$ cat config.mk
export PLATFORM = sky130hd
export DESIGN_NAME = lcd_write_ci
export DESIGN_NICKNAME = d
export VERILOG_FILES = /design/src/rtl/lcd_write_ci.sv
export SDC_FILE = /design/constraint.sdc
export NUM_CORES = 1
export LEC_CHECK = 0
export BUFFER_PORTS_ARGS = -buffer_cell sky130_fd_sc_hd__buf_2
export CELL_PAD_IN_SITES_DETAIL_PLACEMENT = 0
export CELL_PAD_IN_SITES_GLOBAL_PLACEMENT = 1
export CORE_ASPECT_RATIO = 0.75
export CORE_MARGIN = 8
export CORE_UTILIZATION = 36
export DETAILED_ROUTE_END_ITERATION = 12
export HOLD_SLACK_MARGIN = 0.02
export PLACE_DENSITY = 0.8
export SLEW_MARGIN = 10
export SYNTH_ARGS = -nofsm -noshare
export SYNTH_HDL_FRONTEND = slang
export SYNTH_SLANG_ARGS = --single-unit
$ cat constraint.sdc
create_clock -name clk -period 2.7 [get_ports clk]
set_input_delay 0.54 -clock clk [delete_from_list [all_inputs] [get_ports clk]]
set_output_delay 0.54 -clock clk [all_outputs]
set_load 0.01 [all_outputs]
$ cat src/rtl/lcd_write_ci.sv
// Nios II multi-cycle custom instruction: writes one command/character byte to an HD44780-class LCD.
// Define LCD_NIBBLE_MODE_EN for the 4-bit bus variant (two E strobes per byte on lcd_data[7:4]).
`timescale 1ns/1ps
// state | meaning
// IDLE  | waiting for start; byte/RS latched on accept
// SETUP | RS/DATA stable, E low (address setup)
// PULSE | E high
// HOLD  | E low, RS/DATA held
// WAIT  | LCD execution time (long for clear/home)
// DONE  | one-cycle done pulse, result updated
module lcd_write_ci #(
   parameter int unsigned T_SETUP_CYC = 4,
   parameter int unsigned T_EN_CYC    = 25,
   parameter int unsigned T_HOLD_CYC  = 2,
   parameter int unsigned T_CMD_CYC   = 2500,
   parameter int unsigned T_CLR_CYC   = 82000,
   parameter int          CNT_W       = 24
) (
   input  logic        clk,
   input  logic        reset,
   input  logic        clk_en,
   input  logic        start,
   input  logic [31:0] dataa,
   input  logic [31:0] datab,
   output logic [31:0] result,
   output logic        done,
   output logic        lcd_enable,
   output logic        lcd_rs,
   output logic        lcd_rw,
   output logic [7:0]  lcd_data
);

   localparam logic [2:0] S_IDLE  = 3'd0;
   localparam logic [2:0] S_SETUP = 3'd1;
   localparam logic [2:0] S_PULSE = 3'd2;
   localparam logic [2:0] S_HOLD  = 3'd3;
   localparam logic [2:0] S_WAIT  = 3'd4;
   localparam logic [2:0] S_DONE  = 3'd5;

   localparam logic [CNT_W-1:0] SETUP_TC = CNT_W'(T_SETUP_CYC - 1);
   localparam logic [CNT_W-1:0] EN_TC    = CNT_W'(T_EN_CYC - 1);
   localparam logic [CNT_W-1:0] HOLD_TC  = CNT_W'(T_HOLD_CYC - 1);
   localparam logic [CNT_W-1:0] CMD_TC   = CNT_W'(T_CMD_CYC - 1);
   localparam logic [CNT_W-1:0] CLR_TC   = CNT_W'(T_CLR_CYC - 1);

`ifdef LCD_NIBBLE_MODE_EN
   localparam logic NIB_FLAG = 1'b1;
`else
   localparam logic NIB_FLAG = 1'b0;
`endif

   logic [2:0]       state_q, state_d;
   logic [CNT_W-1:0] cnt_q, cnt_d;
   logic [7:0]       byte_q, byte_d;
   logic             rs_q, rs_d;
   logic             long_q, long_d;
   logic [7:0]       data_q, data_d;
   logic             lrs_q, lrs_d;
   logic             e_q, e_d;
   logic             done_q, done_d;
   logic [31:0]      result_q, result_d;
`ifdef LCD_NIBBLE_MODE_EN
   logic             nib_q, nib_d;
`endif

   logic unused_bits;
   assign unused_bits = ^{dataa[31:8], datab[31:1]};

   always_comb begin
      state_d  = state_q;
      cnt_d    = cnt_q + CNT_W'(1);
      byte_d   = byte_q;
      rs_d     = rs_q;
      long_d   = long_q;
      data_d   = data_q;
      lrs_d    = lrs_q;
      e_d      = e_q;
      done_d   = 1'b0;
      result_d = result_q;
`ifdef LCD_NIBBLE_MODE_EN
      nib_d    = nib_q;
`endif
      case (state_q)
         S_IDLE: begin
            cnt_d = '0;
            if (start) begin
               byte_d  = dataa[7:0];
               rs_d    = datab[0];
               lrs_d   = datab[0];
               // Clear Display (01) and Return Home (02/03) need the long execution wait
               long_d  = ~datab[0] & ((dataa[7:1] == 7'b0000001) | (dataa[7:0] == 8'h01));
`ifdef LCD_NIBBLE_MODE_EN
               data_d  = {dataa[7:4], 4'b0000};
               nib_d   = 1'b0;
`else
               data_d  = dataa[7:0];
`endif
               state_d = S_SETUP;
            end
         end
         S_SETUP: begin
            if (cnt_q == SETUP_TC) begin
               state_d = S_PULSE;
               cnt_d   = '0;
               e_d     = 1'b1;
            end
         end
         S_PULSE: begin
            if (cnt_q == EN_TC) begin
               state_d = S_HOLD;
               cnt_d   = '0;
               e_d     = 1'b0;
            end
         end
         S_HOLD: begin
            if (cnt_q == HOLD_TC) begin
               cnt_d   = '0;
               state_d = S_WAIT;
`ifdef LCD_NIBBLE_MODE_EN
               if (!nib_q) begin
                  nib_d   = 1'b1;
                  data_d  = {byte_q[3:0], 4'b0000};
                  state_d = S_SETUP;
               end
`endif
            end
         end
         S_WAIT: begin
            if (cnt_q == (long_q ? CLR_TC : CMD_TC)) begin
               state_d  = S_DONE;
               cnt_d    = '0;
               done_d   = 1'b1;
               result_d = {1'b1, NIB_FLAG, 21'b0, rs_q, byte_q};
            end
         end
         S_DONE: begin
            state_d = S_IDLE;
            cnt_d   = '0;
         end
         default: begin
            state_d = S_IDLE;
            cnt_d   = '0;
            e_d     = 1'b0;
         end
      endcase
   end

   always_ff @(posedge clk or negedge reset) begin
      if (!reset) begin
         state_q  <= S_IDLE;
         cnt_q    <= '0;
         byte_q   <= 8'h00;
         rs_q     <= 1'b0;
         long_q   <= 1'b0;
         data_q   <= 8'h00;
         lrs_q    <= 1'b0;
         e_q      <= 1'b0;
         done_q   <= 1'b0;
         result_q <= 32'h0;
`ifdef LCD_NIBBLE_MODE_EN
         nib_q    <= 1'b0;
`endif
      end else if (clk_en) begin
         state_q  <= state_d;
         cnt_q    <= cnt_d;
         byte_q   <= byte_d;
         rs_q     <= rs_d;
         long_q   <= long_d;
         data_q   <= data_d;
         lrs_q    <= lrs_d;
         e_q      <= e_d;
         done_q   <= done_d;
         result_q <= result_d;
`ifdef LCD_NIBBLE_MODE_EN
         nib_q    <= nib_d;
`endif
      end
   end

   assign result     = result_q;
   assign done       = done_q;
   assign lcd_enable = e_q;
   assign lcd_rs     = lrs_q;
   assign lcd_rw     = 1'b0;
   assign lcd_data   = data_q;

endmodule

==> impl_metrics.toml <==
[run_status]
status = "complete, no violations"

[synth]
ys_warn_count = 0
synthSimpleGateAreaFrac_pct = 19.4
muxShareOfSynthArea_pct = 7.71
synthTopCellsByArea = "dfrtp_1, mux2_2, buf_4, o21ai_0, nor2_1"
synth.most_common_cell = "dfrtp_1"
yosys.area_share.adder_pct = 1.81
synth_top_family_by_area = "simple AND/OR/NAND/NOR gates"
synth_area_um2 = 2760
synth_compound_gate_area_share_pct = 13.0
ys_seq_elements = 49
synth_edf_count = 0
synthFlopType = "dfrtp_1"
synth_xor_area_share_pct = 2.86
synth_cells = 283
synth_top_area_share_pct = 44.5
async_reset_ff_share_pct = 100
syn_area_per_cell_um2 = 9.74
ys_seq_area_share_pct = 44.5
synth_common_cells = "dfrtp_1, buf_4, nor2_1, mux2_2, o21ai_0"
ys_types = 45
yosysTopAreaCell = "dfrtp_1"

[finish]
area_growth_pct = 15.3
diodes = 0
final_cells = 431
final_area_um2 = 3180
final_util_pct = 43.0
final_layout_size_suffix_gt1_share_pct = 26.7
nets = 401

[hold_path]
min_path_type = "primary input to asynchronous set/reset pin"

[timing]
slew_viol_final = 0
setup_slack_ns = 0.0474
period_share_pct = 98.2
grt_setup_unrepaired = "true"
finalCriticalPeriod_ns = 2.65
setup_viol = 0
relSlewSlack_pct = 62.7
hold_viol_final = 0
tightest_slew_ns = 0.554
fmax_mhz = 377
fin_tns_setup_ns = 0
finClkSkew_ns = 0.00499

[power]
clkPwrFrac_pct = 25.7
net-switching-power_mw = 0.835
p_seq_share_pct = 40.0
p_leak_nw = 1.48
power.density_nw_per_um2 = 758
p_comb_share_pct = 34.3
power.internal_mw = 1.57
switching_share_pct = 34.6
peakVddDrop_mv = 0.395

[drt]
wl_per_cell_um = 14.8
wl_um = 6400
final_antenna_net_count = 0
num_vias = 2144
highest_layer = "met4"
wl_met3_um = 247
drt_iter0_drc = 144
routed_via_density = 4.97
dr_wl_met2_um = 2880
drt_pass1_iterations = 4
drc = 0
route.layer.met1.wl_um = 3200

[critical_path]
cp_common_cell = "buf_4"
worstReg2RegStart = "cnt_q[1]"
worstSetupPathType = "register to register"
rr_worst_depth = 9
cp_cell_sequence = "ha_1 > or4bb_4 > a2111oi_4 > nand3b_2 > o311ai_4 > buf_4 > buf_4 > a31oi_1 > o31ai_1"
crit_start = "cnt_q[1]"
start_kind = "register"
max_stage_delay_ns = 0.56
worstPathRequired_ns = 2.89
cp_max_fo = 7
reg2reg_setup_slack_ns = 0.05
arrival_ns = 2.85
cp-end-kind = "register"
r2r_end = "cnt_q[17]"
critPathCapture = "cnt_q[17]"
crit_path_top_delay_cell = "or4bb_4"

[cts]
root_buffer = "clkbuf_8"
clock_sinks = 49
cts_hold_buf = 0
cts_max_path_buffers = 2
cts_made_buffers = 5
cts_htree_levels = 2
cts_tree = "built"
clk_pin_slew_worst_paths_ns = 0.09
worstSkewPairLatency_ns = 0.30

[floorplan]
boundaryPins = 112
initial_core_util_pct = 37.3
die_h_um = 91.8
die_x_um = 117
fp.dieArea_um2 = 10700
num_rows = 27
core-area_um2 = 7400

[placement]
place_hpwl_um = 4800
post-place-ws_ns = 0.0699
place_area_um2 = 3020
port_buffers = 33
dp_cells = 420
globalplace.congestion = 0.788

[flow_run]
cap_violations = 0

[grt]
grt_pass1_vias = 2092
grt.total_usage_pct = 12.1
grt_pass1_wl_um = 10500
grt_max_degree = 25
overflow = 0
antenna_found_initial = 0
## cells by family after synthesis
logic type	count (synthesis)
and+or+nand+nor	100
other	1
adders and majority gates	4
muxes	19
DFF	49
buffers and inverters	50
AOI/OAI and AO/OA	51
xor gates and xnor gates	9
## layer usage
layer / up-vias / GRT usage [%]
met5: - / 0
met4: 0 / 3.51
met3: 6 / 1.90
met2: 53 / 18.5
met1: 1030 / 17.3
li1: 1055 / -
## registers in the layout, summed over array words and instances, names as in the netlist
signal	count
cnt_q	24
result	10
lcd_data	8
state_q	3
done	1
lcd_enable	1
lcd_rs	1
long_q	1
## critical path: cells and delay by family (launching register included)
kind                     cells  cell delay (ns)
buffers and inverters        2             0.35
AND/OR/NAND/NOR              2             0.78
AO/OA/AOI/OAI                4             0.80
flip-flops                   1             0.39
adder cells (fa/ha/maj)      1             0.22
## placed cells by master, fill, tap and decap left out, types with 5 or more instances in the layout
| cell type | n |
|---|---|
| dfrtp_1 | 49 |
| buf_2 | 33 |
| nor2_1 | 23 |
| conb_1 | 23 |
| buf_4 | 20 |
| o21ai_0 | 18 |
| mux2_2 | 18 |
| nand2_1 | 16 |
| nand3_1 | 15 |
| inv_1 | 14 |
| nand4_1 | 10 |
| o31ai_1 | 9 |
| nor4_1 | 7 |
| a21oi_1 | 5 |
| and3_1 | 5 |
| xnor2_1 | 5 |
| nor2b_1 | 5 |
| a31oi_1 | 5 |
| clkbuf_8 | 5 |
## through the flow
stage | hold WS (ns) | power (mW)
floorplan | 0.244 | 1.49
global placement | 0.447 | 1.73
detailed placement | 0.457 | 1.75
CTS | 0.145 | 2.36
global route | 0.159 | 2.55
finish | 0.135 | 2.41
## cell type report
class,instances,area [um^2]
Fill cell,741,4220
Multi-Input combinational cell,206,1330
Sequential cell,49,1230
Timing Repair Buffer,53,315
Tap cell,101,126
Clock buffer,5,68.8
Clock inverter,3,65.1
Inverter,14,52.6
## timing repair
item	CTS	global route
setup buffers	0	3
setup endpoints to repair	0	6
gates resized for setup	0	1
## power by group through the flow
stage	sequential [mW]	combinational (mW)	clock [mW]
finish	0.964	0.826	0.620
floorplan	0.962	0.532	0
global route	0.986	0.899	0.665
CTS	0.964	0.769	0.631
global placement	0.971	0.759	0
detailed placement	0.979	0.767	0
## worst min-delay path by stage
stage                              to  slack (ns)  cells past startpoint
after floorplan              cnt_q[0]        0.24                      0
after global placement     result[31]        0.45                      1
after detailed placement   result[31]        0.46                      1
after CTS                    cnt_q[5]        0.14                      1
after global routing        cnt_q[14]        0.16                      1
final                     lcd_data[2]        0.14                      1
Note: power is estimated with default switching activity, not from simulation.
